**config.mk**
```make
export PLATFORM = sky130hd
export DESIGN_NAME = pcs_rx_symbol_lock
export DESIGN_NICKNAME = d
export VERILOG_FILES = /design/src/rtl/pcs_rx_pkg.sv /design/src/rtl/pcs_rx_comma_scan.sv /design/src/rtl/pcs_rx_symbol_lock.sv
export SDC_FILE = /design/constraint.sdc
export NUM_CORES = 1
export LEC_CHECK = 0
export BUFFER_PORTS_ARGS = -buffer_cell sky130_fd_sc_hd__buf_4
export CAP_MARGIN = 10
export CORE_UTILIZATION = 39
export CTS_BUF_LIST = sky130_fd_sc_hd__clkbuf_8
export DETAILED_ROUTE_END_ITERATION = 7
export GPL_TIMING_DRIVEN = 0
export MAX_ROUTING_LAYER = met4
export SYNTH_ARGS = -nofsm -noshare
export SYNTH_HDL_FRONTEND = slang
export SYNTH_SLANG_ARGS = --single-unit
```
**constraint.sdc**
```tcl
create_clock -name clk_i -period 3.55 [get_ports clk_i]
set_input_delay 0.5325 -clock clk_i [delete_from_list [all_inputs] [get_ports clk_i]]
set_output_delay 0.5325 -clock clk_i [all_outputs]
set_load 0.02 [all_outputs]
```
**src/rtl/pcs_rx_pkg.sv**
```systemverilog
// Shared definitions for the RX PCS symbol aligner.
//   COMMA_RDN / COMMA_RDP : the two running-disparity forms of K28.5
//   lock_state_e          : symbol-lock FSM states
//   is_comma()            : true when a 10b symbol is either K28.5 form
package pcs_rx_pkg;

    localparam logic [9:0] COMMA_RDN = 10'h0FA;
    localparam logic [9:0] COMMA_RDP = 10'h305;

    typedef enum logic [1:0] {
        ST_UNLOCKED = 2'd0,
        ST_CHECK    = 2'd1,
        ST_LOCKED   = 2'd2
    } lock_state_e;

    function automatic logic is_comma(input logic [9:0] sym);
        return (sym == COMMA_RDN) || (sym == COMMA_RDP);
    endfunction

endpackage

```
**src/rtl/pcs_rx_comma_scan.sv**
```systemverilog
// Combinational K28.5 search over every bit offset of the two-word window.
//   win_i : window bits that any offset can reach; MSB is the earliest bit.
//           Offset p examines win_i[W+SYM_W-2-p -: SYM_W].
//   hit_o : a comma was found at some offset 0..W-1
//   pc_o  : the lowest offset holding a comma (0 when hit_o=0)
module pcs_rx_comma_scan
    import pcs_rx_pkg::*;
#(
    parameter int SYM_W = 10,
    parameter int W     = 20
) (
    input  logic [W+SYM_W-2:0]     win_i,
    output logic                   hit_o,
    output logic [$clog2(W)-1:0]   pc_o
);

    localparam int OFF_W = $clog2(W);

    logic [W-1:0] match;

    for (genvar p = 0; p < W; p++) begin : g_cmp
        assign match[p] = is_comma(win_i[W+SYM_W-2-p -: SYM_W]);
    end

    // Walk from the highest offset down so the lowest match is the one kept.
    always_comb begin
        hit_o = 1'b0;
        pc_o  = '0;
        for (int p = W-1; p >= 0; p--) begin
            if (match[p]) begin
                hit_o = 1'b1;
                pc_o  = OFF_W'(p);
            end
        end
    end

endmodule

```
**src/rtl/pcs_rx_symbol_lock.sv**
```systemverilog
// Comma-based symbol/word aligner with hysteretic lock tracking.
// Collects NUM_SYM unaligned symbols per word, finds K28.5 at any bit offset,
// barrel-shifts so the comma lands in lane 0, and qualifies lock.
//   clk_i            word clock
//   rst_i            asynchronous reset, active high
//   data_in_i        raw collected bits, MSB earliest in time
//   data_in_valid_i  word present this cycle; advances the pipeline
//   data_out_o       aligned word, lane 0 = data_out_o[W-1 -: SYM_W]
//   data_out_valid_o data_out_o refreshed this cycle while locked
//   sym_offset_o     bit offset applied by the shifter
//   comma_det_o      pulse: comma seen on this advance
//   lock_o           symbol lock (RxValid)
//   lock_lost_o      one-cycle pulse when lock drops
module pcs_rx_symbol_lock
    import pcs_rx_pkg::*;
#(
    parameter int SYM_W     = 10,
    parameter int NUM_SYM   = 2,
    parameter int LOCK_CNT  = 3,
    parameter int MIS_LIMIT = 4,
    parameter int TIMEOUT   = 1024
) (
    input  logic                                clk_i,
    input  logic                                rst_i,
    input  logic [NUM_SYM*SYM_W-1:0]            data_in_i,
    input  logic                                data_in_valid_i,
    output logic [NUM_SYM*SYM_W-1:0]            data_out_o,
    output logic                                data_out_valid_o,
    output logic [$clog2(NUM_SYM*SYM_W)-1:0]    sym_offset_o,
    output logic                                comma_det_o,
    output logic                                lock_o,
    output logic                                lock_lost_o
);

    localparam int W     = NUM_SYM * SYM_W;
    localparam int OFF_W = $clog2(W);
    localparam int CNT_W = $clog2(LOCK_CNT) + 1;
    localparam int MIS_W = $clog2(MIS_LIMIT) + 1;
    localparam int TMO_W = $clog2(TIMEOUT) + 1;

    localparam logic [CNT_W-1:0] CNT_LAST = CNT_W'(LOCK_CNT - 1);
    localparam logic [MIS_W-1:0] MIS_LAST = MIS_W'(MIS_LIMIT - 1);
    localparam logic [TMO_W-1:0] TMO_LAST = TMO_W'(TIMEOUT - 1);

    lock_state_e      state_q, state_d;
    logic [W-1:0]     prev_q, cur_q;
    logic [W-1:0]     data_out_q, data_out_d;
    logic             data_out_valid_q;
    logic [OFF_W-1:0] sym_offset_q, sym_offset_d;
    logic             comma_det_q;
    logic             lock_lost_q, lock_lost_d;
    logic [CNT_W-1:0] cnt_q, cnt_d;
    logic [MIS_W-1:0] mis_q, mis_d;
    logic [TMO_W-1:0] tmo_q, tmo_d;

    logic             adv;
    logic             hit;
    logic [OFF_W-1:0] pc;
    logic             aligned;
    logic             mis_end, tmo_end;

    assign adv = data_in_valid_i;

    // Only the top W+SYM_W-1 window bits can start or finish a scanned symbol.
    pcs_rx_comma_scan #(
        .SYM_W (SYM_W),
        .W     (W)
    ) u_scan (
        .win_i ({prev_q, cur_q[W-1 -: SYM_W-1]}),
        .hit_o (hit),
        .pc_o  (pc)
    );

    // A comma in any lane with the same symbol phase confirms the current
    // alignment (e.g. SKP ordered sets put commas in non-zero lanes).
    assign aligned = hit && ((int'(pc) % SYM_W) == (int'(sym_offset_q) % SYM_W));

    // Barrel shifter: take W bits starting sym_offset_q bits into the window.
    assign data_out_d = W'(({prev_q, cur_q} << sym_offset_q) >> W);

    always_comb begin
        state_d      = state_q;
        cnt_d        = cnt_q;
        mis_d        = mis_q;
        tmo_d        = tmo_q;
        sym_offset_d = sym_offset_q;
        lock_lost_d  = 1'b0;
        mis_end      = 1'b0;
        tmo_end      = 1'b0;
        if (adv) begin
            case (state_q)
                ST_UNLOCKED: begin
                    if (hit) begin
                        sym_offset_d = pc;
                        cnt_d        = CNT_W'(1);
                        mis_d        = '0;
                        tmo_d        = '0;
                        state_d      = (LOCK_CNT == 1) ? ST_LOCKED : ST_CHECK;
                    end
                end
                ST_CHECK: begin
                    if (aligned) begin
                        tmo_d = '0;
                        cnt_d = (cnt_q == '1) ? cnt_q : cnt_q + CNT_W'(1);
                        if (cnt_q == CNT_LAST) begin
                            state_d = ST_LOCKED;
                            mis_d   = '0;
                        end
                    end else if (hit) begin
                        // Re-anchor on the new phase and restart qualification.
                        sym_offset_d = pc;
                        cnt_d        = CNT_W'(1);
                        tmo_d        = '0;
                    end else if (tmo_q == TMO_LAST) begin
                        state_d = ST_UNLOCKED;
                        cnt_d   = '0;
                        tmo_d   = '0;
                    end else begin
                        tmo_d = (tmo_q == '1) ? tmo_q : tmo_q + TMO_W'(1);
                    end
                end
                ST_LOCKED: begin
                    if (aligned) begin
                        mis_d = '0;
                        tmo_d = '0;
                    end else begin
                        // Both limits are evaluated together so a coincident
                        // expiry produces a single loss event.
                        if (hit) begin
                            mis_end = (mis_q == MIS_LAST);
                            mis_d   = (mis_q == '1) ? mis_q : mis_q + MIS_W'(1);
                        end
                        tmo_end = (tmo_q == TMO_LAST);
                        tmo_d   = (tmo_q == '1) ? tmo_q : tmo_q + TMO_W'(1);
                        if (mis_end || tmo_end) begin
                            state_d     = ST_UNLOCKED;
                            lock_lost_d = 1'b1;
                            cnt_d       = '0;
                            mis_d       = '0;
                            tmo_d       = '0;
                        end
                    end
                end
                default: state_d = ST_UNLOCKED;
            endcase
        end
    end

    always_ff @(posedge clk_i or posedge rst_i) begin
        if (rst_i) begin
            state_q          <= ST_UNLOCKED;
            prev_q           <= '0;
            cur_q            <= '0;
            data_out_q       <= '0;
            data_out_valid_q <= 1'b0;
            sym_offset_q     <= '0;
            comma_det_q      <= 1'b0;
            lock_lost_q      <= 1'b0;
            cnt_q            <= '0;
            mis_q            <= '0;
            tmo_q            <= '0;
        end else begin
            state_q          <= state_d;
            sym_offset_q     <= sym_offset_d;
            cnt_q            <= cnt_d;
            mis_q            <= mis_d;
            tmo_q            <= tmo_d;
            lock_lost_q      <= lock_lost_d;
            comma_det_q      <= adv && hit;
            // Qualified with the post-update state so valid never shows
            // alongside a deasserted lock.
            data_out_valid_q <= adv && (state_d == ST_LOCKED);
            if (adv) begin
                prev_q     <= cur_q;
                cur_q      <= data_in_i;
                data_out_q <= data_out_d;
            end
        end
    end

    assign data_out_o       = data_out_q;
    assign data_out_valid_o = data_out_valid_q;
    assign sym_offset_o     = sym_offset_q;
    assign comma_det_o      = comma_det_q;
    assign lock_o           = (state_q == ST_LOCKED);
    assign lock_lost_o      = lock_lost_q;

endmodule

```
* Yosys cells after proc, flatten, opt, wreduce, memory -nomap -nowiden
Cells that the tools add are included.
Word-level totals: bits in registers 87, input port bits 23, output and inout bits 29, logic and storage cells 192
Cells by class: add/subtract/negate cells 3, divide/modulo/power cells 2, eq/ne operators 60, shift-type cells 1, mux-type cells 84, reductions and logical operators 31
Operators with widths (count):
- 10-bit equality test (second input constant) | 20
- 10-bit by 8-bit equality test with 1-bit output (second input constant) | 20
- 5-bit two-way mux | 22
- 11-bit two-way mux | 7
- 6-bit by 5-bit remainder unit with 32-bit output (second input constant) | 2
- 3-bit two-way mux | 14
- 40-bit by 5-bit << shifter with 40-bit output | 1
- 11-bit one-hot mux with 3 select lines | 1
- 32-bit equality test | 1
- 1-bit two-way mux | 28
- 1-bit logical OR | 21
- 3-bit one-hot mux with 3 select lines | 2
- 2-bit two-way mux | 8
- 7-bit AND reduction | 2
- 11-bit by 1-bit adder with 11-bit output (second input constant) | 1
- 11-bit by 10-bit equality test with 1-bit output (second input constant) | 1
- 11-bit equality test (second input constant) | 1
- 2-bit != test (second input constant) | 5
- 5-bit one-hot mux with 2 select lines | 1
- 3-bit by 1-bit adder with 3-bit output (second input constant) | 2
- 3-bit by 2-bit equality test with 1-bit output (second input constant) | 2
- 3-bit equality test (second input constant) | 2
- 2-bit one-hot mux with 3 select lines | 1
- 3-bit AND reduction | 2
- 11 further kinds | 14

* Logic depth before layout (Yosys ltp)
Gate-level depths: netlist of the first run.
word-level depth 35, depth in mapped cells 18, depth with buffers taken out 16

* Modules after synthesis
Synthesis of the first run repeated with hierarchy kept, for this count alone.
Second synthesis, totals: cell total of the unflattened synthesis 811, area, all modules 7553.5 um2
By module, submodules not included:
- pcs_rx_symbol_lock | times used 1, cells each 630, area an instance 6362.4 um2, seq. area each 2177.1 um2
- pcs_rx_comma_scan | times used 1, cells each 181, area an instance 1191.1 um2, seq. area each 0.0 um2

* Worst setup path before layout of the first run
Ideal clock, no wire load.
path kind register to register, start point register prev_q[11], end point register cnt_q[0], data arrival time 3.679 ns, slack -0.257 ns, stages on the path, launching flop included 16, clock period less this slack 3.807 ns, cell sequence dfrtp_1 > buf_6 > or4b_4 > or4_4 > o31a_4 > nand3_1 > o211a_1 > inv_1 > ha_1 > o21ai_1 > mux2_2 > a32oi_1 > a21oi_2 > a41oi_1 > o221ai_2 > mux2_1
Between the ends: elaborated cells between the ends (all ways) 62, those cells by class div (1); eq/ne (24); mux (25); reduce/logical (12)
RTL lines:
- start, declared | RTL line pcs_rx_symbol_lock.sv:46 | logic [W-1:0] prev_q, cur_q;
- start signal, assigned | RTL line pcs_rx_symbol_lock.sv:174 | prev_q <= cur_q;
- 10-bit by 8-bit equality test with 1-bit output or 10-bit equality test (tied branches) | RTL line pcs_rx_pkg.sv:17 | return (sym == COMMA_RDN) || (sym == COMMA_RDP);
- 1-bit logical OR | RTL line pcs_rx_pkg.sv:17
- 5-bit two-way mux (8 in series) | RTL line pcs_rx_comma_scan.sv:30 | if (match[p]) begin
- 5-bit two-way mux * | RTL line pcs_rx_comma_scan.sv:30
- via pc[1] | RTL line pcs_rx_symbol_lock.sv:58 | logic [OFF_W-1:0] pc;
- 6-bit by 5-bit remainder unit with 32-bit output * | RTL line pcs_rx_symbol_lock.sv:76 | assign aligned = hit && ((int'(pc) % SYM_W) == (int'(sym_offset_q) % SYM_W));
- 32-bit equality test * | RTL line pcs_rx_symbol_lock.sv:76
- 1-bit logical AND * | RTL line pcs_rx_symbol_lock.sv:76
- 4-bit != test (no source line) (tied with other cells)
- 7-bit AND reduction (no source line) or 3-bit one-hot mux with 3 select lines (tied branches)
- end signal, assigned | RTL line pcs_rx_symbol_lock.sv:165 | cnt_q <= cnt_d;
- end, declared | RTL line pcs_rx_symbol_lock.sv:52 | logic [CNT_W-1:0] cnt_q, cnt_d;
The timed path passes the listed nets; every way through them passes the cells marked *. The select of a mux whose other input is x is not followed. A chain may end at the register's enable or synchronous reset.

* Worst setup path after layout of the first run
start point register prev_q[11], end point register tmo_q[4]
Between the ends: elaborated cells between the ends (all ways) 60, those cells by class div (1); eq/ne (20); mux (27); reduce/logical (12)
RTL lines:
- 10-bit by 8-bit equality test with 1-bit output or 10-bit equality test (tied branches) | RTL line pcs_rx_pkg.sv:17
- 1-bit logical OR | RTL line pcs_rx_pkg.sv:17
- 5-bit two-way mux (8 in series) | RTL line pcs_rx_comma_scan.sv:30
- 5-bit two-way mux * | RTL line pcs_rx_comma_scan.sv:30
- via pc[1] | RTL line pcs_rx_symbol_lock.sv:58
- 6-bit by 5-bit remainder unit with 32-bit output * | RTL line pcs_rx_symbol_lock.sv:76
- 32-bit equality test * | RTL line pcs_rx_symbol_lock.sv:76
- 1-bit logical AND * | RTL line pcs_rx_symbol_lock.sv:76
- 11-bit two-way mux, on equally long branches | RTL line pcs_rx_symbol_lock.sv:123, pcs_rx_symbol_lock.sv:102
- 11-bit one-hot mux with 3 select lines * | RTL line pcs_rx_symbol_lock.sv:91 | case (state_q)
- end signal, assigned | RTL line pcs_rx_symbol_lock.sv:167 | tmo_q <= tmo_d;
- end, declared | RTL line pcs_rx_symbol_lock.sv:54 | logic [TMO_W-1:0] tmo_q, tmo_d;
Marks and branches as above.

==> results of run 1 <==
-- sequential cells by signal (all words and copies together) (netlist names) --
register	count
cur_q	20
data_out_o	20
prev_q	20
tmo_q	11
sym_offset_o	5
cnt_q	3
mis_q	3
state_q	2
comma_det_o	1
data_out_valid_o	1
lock_lost_o	1
-- power groups by stage --
stage                     Combinational (W)  Sequential, W  Clock [W]
final                               0.00430        0.00142   0.000760
after global routing                0.00458        0.00145   0.000818
after CTS                           0.00415        0.00141   0.000784
after detailed placement            0.00371        0.00144          0
after global placement              0.00370        0.00144          0
after floorplan                     0.00257        0.00154          0
-- logic make-up (layout without fill, tap and decap cells) --
group,after synthesis,in the layout,synth area share [%]
xor+xnor,6,6,0.698
compound gates,183,184,17.1
flops,87,87,28.9
fa+ha+maj,18,18,2.93
simple gates,316,317,24.0
mux,119,119,21.2
buf+inv,99,214,5.24
-- synth_stat cells (6+ instances only) --
library cell and n:
sky130_fd_sc_hd__o211ai_1 7, sky130_fd_sc_hd__mux2_2 48, sky130_fd_sc_hd__and3_1 8, sky130_fd_sc_hd__mux2i_1 40, sky130_fd_sc_hd__mux4_2 27, sky130_fd_sc_hd__o21ai_1 7
sky130_fd_sc_hd__inv_1 28, sky130_fd_sc_hd__a21oi_1 49, sky130_fd_sc_hd__and2_1 8, sky130_fd_sc_hd__clkbuf_1 49, sky130_fd_sc_hd__nand4_1 18, sky130_fd_sc_hd__ha_1 16
sky130_fd_sc_hd__buf_1 6, sky130_fd_sc_hd__nor4b_1 6, sky130_fd_sc_hd__buf_2 12, sky130_fd_sc_hd__a211oi_1 12, sky130_fd_sc_hd__nand2_1 80, sky130_fd_sc_hd__o21a_1 9
sky130_fd_sc_hd__dfrtp_1 87, sky130_fd_sc_hd__nor3_1 19, sky130_fd_sc_hd__nand2b_1 11, sky130_fd_sc_hd__nor2_1 60, sky130_fd_sc_hd__nand3_1 16, sky130_fd_sc_hd__nor2b_1 13
sky130_fd_sc_hd__nand3b_1 6, sky130_fd_sc_hd__a31oi_1 12, sky130_fd_sc_hd__nor4_1 12, sky130_fd_sc_hd__o21ai_0 23
-- critical path, delay by kind of cell (launching register included) --
family	cells	cell delay, ns
AOI/OAI and AO/OA	7	0.91
and+or+nand+nor	6	1.46
buffers and inverters	5	0.64
DFF	1	0.39
adders and majority gates	1	0.26
-- layout make-up --
class,instances,share of cell area (%)
flip-flops and latches,87,22.9
well taps,260,3.40
repair buffers,100,8.41
multi-input cells,644,57.8
inverters,31,1.24
plain buffers,67,4.14
clock inverters,7,0.811
clock buffers,9,1.29
-- layout by cell type (no fill, tap or decap), drive strengths merged, types with 7 or more instances in the layout --
| master | count |
|---|---|
| and3 | 8 |
| clkbuf | 56 |
| nor2 | 63 |
| nand3 | 17 |
| and2 | 8 |
| nor4 | 15 |
| mux2i | 40 |
| dfrtp | 87 |
| inv | 32 |
| a21oi | 51 |
| nor4b | 8 |
| nand2b | 11 |
| mux2 | 52 |
| a211oi | 13 |
| nor2b | 13 |
| o211ai | 7 |
| ha | 16 |
| nand4 | 19 |
| nor3 | 20 |
| a31oi | 13 |
| mux4 | 27 |
| buf | 120 |
| o21a | 9 |
| o21ai | 30 |
| nand2 | 80 |
-- per-layer routing --
layer / part of all wire [%] / vias up / track usage, %
met5: 0 / - / -
met3: 6.8 / 68 / 3.87
met1: 45 / 3662 / 37.6
met2: 45 / 369 / 40.4
li1: - / 3354 / -
met4: 4.0 / 0 / 11.9
-- worst max path at each step --
stage | startpoint | endpoint | slack (ns)
after floorplan | prev_q[11] | mis_q[0] | -0.11
after global placement | cur_q[15] | tmo_q[3] | -0.91
after detailed placement | cur_q[15] | tmo_q[3] | -0.97
after CTS | prev_q[11] | cnt_q[0] | -0.23
after global routing | prev_q[11] | cnt_q[1] | -0.38
final | prev_q[11] | tmo_q[4] | -0.24
-- timing repair --
action / in CTS / in global routing
setup endpoints to repair: 26 / 26
setup buffers: 43 / 7
cloned: 2 / 0
pin swaps: 39 / 14
resized for setup: 133 / 25
-- per-stage QoR --
step | area (um2) | setup TNS, ns | utilization, %
detailed placement | 8310 | -20.72 | 44.1
CTS | 9420 | -2.76 | 50.0
global placement | 8280 | -68.76 | 44.0
floorplan | 7570 | -0.459 | -
finish | 9570 | -3.44 | 50.8
global route | 9570 | -6.70 | 50.8
==> summary.md, run 1 <==
| Metric | Value |
|---|---|
| Final WL | `~26000 um` |
| Layout-stage area growth over the synthesis result | `27.2%` |
| Post-synthesis instance total | `828` |
| Worst Setup End Kind | `flip-flop` |
| Setup slack at placement | `-0.969 ns` |
| Pin count of the biggest net entering global routing | `between 50 and 60` |
| Delay of the slowest cell on the worst path | `0.51 ns` |
| Reg2reg end | `tmo_q[4]` |
| Root cell of the clock tree | `sky130_fd_sc_hd__clkbuf_8` |
| Slowest-stage cell, CP | `sky130_fd_sc_hd__or4b_4` |
| Initial Util | `between 30% and 40%` |
| Switching Share | `approximately 48%` |
| Worst flop-to-flop path startpoint | `prev_q[11]` |
| Std-Cell Core Area | `18800 um2` |
| Number of clock sinks seen by CTS | `87` |
| Minimum period implied by the final worst setup slack | `~3.8 ns` |
| Filler cell count | `about 1800` |
| Average wire length per cell after detail routing | `roughly 22 um` |
| Total standard cell area after synthesis | `around 7500 um2` |
| X dimension of the die | `around 140 um` |
| Number of antenna violations at the first check in global routing | `0` |
| Gr usage total | `27.5%` |
| Final number of max-transition violations | `0` |
| First-pass GRT wire length | `40700 um` |
| Main synth FF type | `sky130_fd_sc_hd__dfrtp_1` |
| Portion of total power attributed to combinational logic | `between 60 and 70%` |
| Largest clock skew in the final design | `0.0222 ns` |
| Skew-Pair Late Insertion Delay | `approximately 0.40 ns` |
| Rows | `50` |
| Internal power summed over all cells | `0.00338 W` |
| First-iteration detailed-routing DRC count | `about 740` |
| Share of the yosys chip area belonging to registers | `28.9%` |
| Cell Count, Final, Fillers Out | `about 1200` |
| Area of the multi-input gates | `between 5000 and 6000 um2` |
| Post-synthesis net count | `approximately 870` |
| Clock Tree Buf Depth | `2` |
| Violated checks | `setup timing` |
| Most frequent cell on the critical path | `sky130_fd_sc_hd__buf_6` |
| Post-route worst setup slack | `-0.242 ns` |
| Critical-path cell list | `buf_6 -> or4b_4 -> or4_4 -> o31a_4 -> nand3_2 -> o211a_4 -> inv_2 -> ha_4 -> nor2_2 -> o211ai_1 -> and3_1 -> o2111ai_4 -> buf_4 -> nor2_4 -> a21oi_4 -> buf_6 -> buf_6 -> a32oi_2 -> o21ai_2` |
| Transition time at the pin with the least slew margin | `between 0.7 and 0.8 ns` |
| Proportion of netlist area held by the largest area contributor | `between 20% and 30%` |
| CTS tree | `done` |
| Cts hold-fix bufs | `0` |
| Pwr Density | `678 nW/um2` |
| Peak supply drop | `approximately 260 uV` |
| Number of enable-type register cells in the synthesized netlist | `0` |
| Path type of the worst min-delay path | `in -> async` |
| Sw Pwr | `roughly 0.0031 W` |
| Number of nets in the finished design | `979` |
| Count of synthesis-stage warnings from yosys | `0` |
| RSZ-0062 raised after global routing | `true` |
| Die outline area | `19900 um2` |
| Fraction of layout instances using a drive strength above 1 | `around 35%` |
| DRC violations left | `0` |
| Antenna-violating nets left | `0` |
| Length of the first detailed-routing pass in iterations | `5` |
| Sequential cell area | `between 2000 and 2500 um2` |
| Clock transition time at the flip-flop clock pins of the worst setup and hold paths | `roughly 0.11 ns` |
| Register-to-register path setup slack | `-0.24 ns` |
| Number of levels in the clock H-tree | `3` |
| Type of origin of the critical path | `flip-flop` |
| Y dimension of the die | `141 um` |
| Max-capacitance violation count | `0` |
| Distinct cells, synth | `slightly above 90` |
| Fraction of registers with async set or reset after synthesis | `between 90% and 100%` |
| Antenna fix cells | `0` |
| Dominant cell type by area after synthesis | `sky130_fd_sc_hd__dfrtp_1` |
| Fmax | `264 MHz` |
| Critical Setup Path Class | `reg -> reg` |
| Cts bufs inserted | `9` |
| Worst Reg2Reg Path Length in Cells | `19` |
| Total via count in the routed design | `between 7000 and 8000` |
| Min Hold Slack | `approximately 0.18 ns` |
| Hold violation count in the final report | `0` |
| Power share of the sequential group | `22.0%` |
| Dominant cells by area after synthesis | `sky130_fd_sc_hd__dfrtp_1 (29%), sky130_fd_sc_hd__mux4_2 (8.1%), sky130_fd_sc_hd__mux2_2 (7.2%), sky130_fd_sc_hd__mux2i_1 (5.3%), sky130_fd_sc_hd__nand2_1 (4.0%)` |
| HPWL reported at the end of detailed placement | `around 18000 um` |
| Final critical-path share of the clock period | `107%` |
| Post-synthesis sequential element count | `between 80 and 90` |
| Final global-route overflow total | `0` |
| Part of the total power dissipated in the clock network | `about an eighth` |
| Setup violators final | `25` |
| Total Power | `0.00648 W` |
| Final estimated routing congestion in global placement | `approximately 0.96` |
| Critical path fanouts, max | `8` |
| Number of ports placed on the die boundary | `between 50 and 60` |
| Via-to-Cell Ratio | `about 6.2` |
| Number of global-route vias before repair | `7199` |
| Instance count after placement with tap cells included | `1140` |
| Outcome | `complete, but fails checks` |
| Arr. time, crit path | `4.07 ns` |
| Average size of a mapped cell | `between 9 and 10 um2` |
| Worst slew margin relative to its limit | `a little under half` |
| Port Buffers | `between 50 and 60` |
| Leak | `about 3.9 nW` |
| WP data required | `~3.8 ns` |
No activity file was read; power rests on OpenSTA's default activity.
==> run 2: changes to the inputs <==
--- a/config.mk
+++ b/config.mk
@@ -5,10 +5,11 @@
 export SDC_FILE = /design/constraint.sdc
 export NUM_CORES = 1
 export LEC_CHECK = 0
+export ABC_AREA = 1
 export BUFFER_PORTS_ARGS = -buffer_cell sky130_fd_sc_hd__buf_4
 export CAP_MARGIN = 10
 export CORE_UTILIZATION = 39
-export CTS_BUF_LIST = sky130_fd_sc_hd__clkbuf_8
+export CTS_BUF_LIST = sky130_fd_sc_hd__clkbuf_4 sky130_fd_sc_hd__clkbuf_8
 export DETAILED_ROUTE_END_ITERATION = 7
 export GPL_TIMING_DRIVEN = 0
 export MAX_ROUTING_LAYER = met4
==> run 2 against run 1 <==
  * Clock skew fell by 0.0052 ns
  * Via count increased by 3.0%
  * Critical endpoint is now mis_q[0]
  * Final cell count is 23% higher
  * The run now ends clean
  * Power shrank 52%
  * Synthesized cell count is 42% higher
  * Critical path type unchanged
  * Die area down 0.62%
  * Global-route usage is 1.9 points lower
  * Design area shrank 11%
  * Utilization fell by 5.3 points
  * Critical path depth increased by 8
  * Clock power increased by 15%
==> summary.md, run 2 <==
| Metric | Value |
|---|---|
| Outcome | `completed` |
| Most frequent cell on the critical path | `sky130_fd_sc_hd__nand2_1` |
| Critical Setup Path Class | `reg -> reg` |
| Average wire length per cell after detail routing | `15.9 um` |
| Port Buffers | `50` |
| Total via count in the routed design | `7678` |
| Clock transition time at the flip-flop clock pins of the worst setup and hold paths | `~0.10 ns` |
| Arr. time, crit path | `around 3.6 ns` |
| Fraction of layout instances using a drive strength above 1 | `approximately 15%` |
| Final WL | `23600 um` |
| Average size of a mapped cell | `6.34 um2` |
| Distinct cells, synth | `50` |
| Post-synthesis sequential element count | `between 80 and 90` |
| Worst flop-to-flop path startpoint | `prev_q[0]` |
| Final estimated routing congestion in global placement | `0.973` |
| Clock Tree Buf Depth | `2` |
| Peak supply drop | `around 240 uV` |
| CTS tree | `done` |
| Type of origin of the critical path | `flip-flop` |
| Number of nets in the finished design | `1287` |
| Setup slack at placement | `-0.0594 ns` |
| Antenna fix cells | `0` |
| Most common cell after layout, fill and taps aside | `sky130_fd_sc_hd__nand2_1` |
| Worst Reg2Reg Path Length in Cells | `27` |
| Number of clock sinks seen by CTS | `87` |
| Gr usage total | `around a quarter` |
| Number of levels in the clock H-tree | `3` |
| Number of antenna violations at the first check in global routing | `0` |
| Commonest cells after routing, fill and taps aside | `sky130_fd_sc_hd__nand2_1 (338), sky130_fd_sc_hd__nor2_1 (142), sky130_fd_sc_hd__o21ai_0 (140)` |
| Final global-route overflow total | `0` |
| Dominant cell type by area after synthesis | `sky130_fd_sc_hd__dfrtp_1` |
| Die outline area | `19700 um2` |
| Layout-stage area growth over the synthesis result | `14.2%` |
| Largest clock skew in the final design | `~0.017 ns` |
| Antenna-violating nets left | `0` |
| Reg2reg end | `mis_q[0]` |
| Post-synthesis instance total | `about 1200` |
| Delay of the slowest cell on the worst path | `between 0.4 and 0.5 ns` |
| Max-capacitance violation count | `0` |
| Pin count of the biggest net entering global routing | `52` |
| Critical path fanouts, max | `7` |
| Most common cell in the netlist | `sky130_fd_sc_hd__nand2_1` |
| Number of global-route vias before repair | `approximately 7100` |
| Main synth FF type | `sky130_fd_sc_hd__dfrtp_1` |
| Count of synthesis-stage warnings from yosys | `0` |
| Pwr Density | `between 300 and 400 nW/um2` |
| Top cells by instance count after synthesis | `sky130_fd_sc_hd__nand2_1 (340), sky130_fd_sc_hd__nor2_1 (145), sky130_fd_sc_hd__o21ai_0 (141)` |
| Min Hold Slack | `about 0.16 ns` |
| Number of enable-type register cells in the synthesized netlist | `0` |
| Cts bufs inserted | `9` |
| Final critical-path share of the clock period | `around nine tenths` |
| Worst slew margin relative to its limit | `approximately 54%` |
| HPWL reported at the end of detailed placement | `about 19000 um` |
| Transition time at the pin with the least slew margin | `approximately 0.70 ns` |
| Fmax | `~310 MHz` |
| Initial Util | `roughly two fifths` |
| DRC violations left | `0` |
| Proportion of netlist area held by the largest area contributor | `between 20% and 30%` |
| Root cell of the clock tree | `sky130_fd_sc_hd__clkbuf_8` |
| Cts hold-fix bufs | `0` |
| Dominant cells by area after synthesis | `sky130_fd_sc_hd__dfrtp_1 (29%), sky130_fd_sc_hd__nand2_1 (17%), sky130_fd_sc_hd__o21ai_0 (9.4%), sky130_fd_sc_hd__nor2_1 (7.3%), sky130_fd_sc_hd__inv_1 (5.8%)` |
| Final number of max-transition violations | `0` |
| Total standard cell area after synthesis | `about 7500 um2` |
| Fraction of registers with async set or reset after synthesis | `100%` |
| WP data required | `roughly 3.8 ns` |
| Y dimension of the die | `between 100 and 150 um` |
| Register-to-register path setup slack | `~0.29 ns` |
| First-pass GRT wire length | `between 30000 and 40000 um` |
| Post-route worst setup slack | `0.293 ns` |
| Std-Cell Core Area | `about 19000 um2` |
| Total negative slack for setup checks | `0 ns` |
| Minimum period implied by the final worst setup slack | `3.26 ns` |
| Rows | `50` |
| Number of ports placed on the die boundary | `between 50 and 60` |
| Post-synthesis net count | `between 1000 and 1500` |
| Share of the yosys chip area belonging to registers | `approximately 29%` |
| First-iteration detailed-routing DRC count | `around 480` |
| Skew-Pair Late Insertion Delay | `0.39 ns` |
| Via-to-Cell Ratio | `5.17` |
| Number of buffer and inverter instances along the worst setup path | `3` |
| Leak | `4.17 nW` |
| Slowest-stage cell, CP | `sky130_fd_sc_hd__dfrtp_2` |
| Family with the most delay on the worst path | `simple AND/OR/NAND/NOR gates` |
| Worst Setup End Kind | `flip-flop` |
| Path type of the worst min-delay path | `in -> async` |
| Setup violators final | `0` |
| X dimension of the die | `roughly 140 um` |
| Length of the first detailed-routing pass in iterations | `5` |
| Hold violation count in the final report | `0` |
-- run 2: cell types whose count changed after synthesis, sizes merged, moves of 44 or more --
cell,change
inv,+110
nand3,+44
o21ai,+120
nand2,+278
nor2,+103
mux2,-52
-- run 2: worst reg2reg max path: stages, from the launching register on --
cell,delay (ns)
sky130_fd_sc_hd__dfrtp_2,0.47
sky130_fd_sc_hd__clkinv_4,0.12
sky130_fd_sc_hd__nand2_1,0.11
sky130_fd_sc_hd__nand3b_1,0.11
sky130_fd_sc_hd__nand2_1,0.08
sky130_fd_sc_hd__nor2_2,0.17
sky130_fd_sc_hd__nand3_1,0.11
sky130_fd_sc_hd__nand2_1,0.07
sky130_fd_sc_hd__nand2_1,0.04
sky130_fd_sc_hd__nand2_1,0.06
sky130_fd_sc_hd__nand2_1,0.09
sky130_fd_sc_hd__nand2_2,0.12
sky130_fd_sc_hd__inv_2,0.05
sky130_fd_sc_hd__ha_1,0.18
sky130_fd_sc_hd__inv_1,0.06
sky130_fd_sc_hd__nor2_2,0.04
sky130_fd_sc_hd__nor2_2,0.14
sky130_fd_sc_hd__nand2_1,0.10
sky130_fd_sc_hd__nand2_1,0.07
sky130_fd_sc_hd__nand2_1,0.05
sky130_fd_sc_hd__nor2_1,0.09
sky130_fd_sc_hd__nand4_1,0.14
sky130_fd_sc_hd__nor2_4,0.23
sky130_fd_sc_hd__nand3_2,0.14
sky130_fd_sc_hd__nand2_2,0.11
sky130_fd_sc_hd__nand3_4,0.09
sky130_fd_sc_hd__nand2_1,0.07
sky130_fd_sc_hd__o21ai_1,0.06
-- run 2: cell type report --
class	count	area, um2
multi-input cells	896	4550
fillers	2050	10200
inverters	141	544
repair buffers	59	463
clock inverters	5	108
flip-flops and latches	87	2180
plain buffers	54	269
well taps	234	293
clock buffers	10	131
-- run 2: cell families (layout without fill, tap and decap cells) --
logic type / after synthesis / count (layout) / synth area share [%]
flip-flops: 87 / 87 / 29.1
buffers and inverters: 196 / 269 / 10.6
AND/OR/NAND/NOR: 632 / 632 / 37.2
AO/OA/AOI/OAI: 213 / 213 / 15.8
multiplexers: 27 / 27 / 3.61
adder cells (fa/ha/maj): 16 / 16 / 2.68
XOR/XNOR: 8 / 8 / 0.937
-- run 2: per-layer routing --
layer	vias to the layer above	part of all wire (%)	global-route usage (%)
li1	3941	-	-
met1	3519	48	34.7
met2	185	47	40.9
met4	0	2.1	7.21
met3	33	3.4	2.02
met5	-	0	-
-- run 2: stage by stage --
| stage | total power (W) | instances | utilization (%) | cell area (um2) |
|---|---|---|---|---|
| floorplan | 0.00187 | 1179 | - | 7480 |
| global placement | 0.00220 | 1463 | 43.4 | 8150 |
| detailed placement | 0.00221 | 1464 | 43.6 | 8180 |
| CTS | 0.00307 | 1478 | 44.8 | 8410 |
| global route | 0.00328 | 1486 | 45.5 | 8540 |
| finish | 0.00310 | 1486 | 45.5 | 8540 |
-- run 2: report_power, final --
part	leakage, nW	switching, W	internal (W)
Clock	0.120	0.000396	0.000474
Combinational	2.96	0.000680	0.000334
Sequential	1.10	0.000106	0.00111
Total	4.17	0.00118	0.00192
-- run 2: how the worst max path moves through the flow --
stage / to / cells past startpoint / startpoint
detailed placement: mis_q[2] / 17 / sym_offset_o[1]
floorplan: mis_q[1] / 22 / sym_offset_o[2]
global placement: tmo_q[8] / 2 / rst_i
global route: tmo_q[5] / 28 / prev_q[0]
finish: mis_q[0] / 27 / prev_q[0]
CTS: mis_q[1] / 22 / sym_offset_o[2]
-- run 2: repair_timing --
| item | 4_1_cts | 5_1_grt |
|---|---|---|
| resized for setup | 0 | 28 |
| pin swaps | 0 | 6 |
| cloned | 0 | 0 |
| endpoints found under the setup margin | 18 | 26 |
| buffers inserted | 0 | 8 |
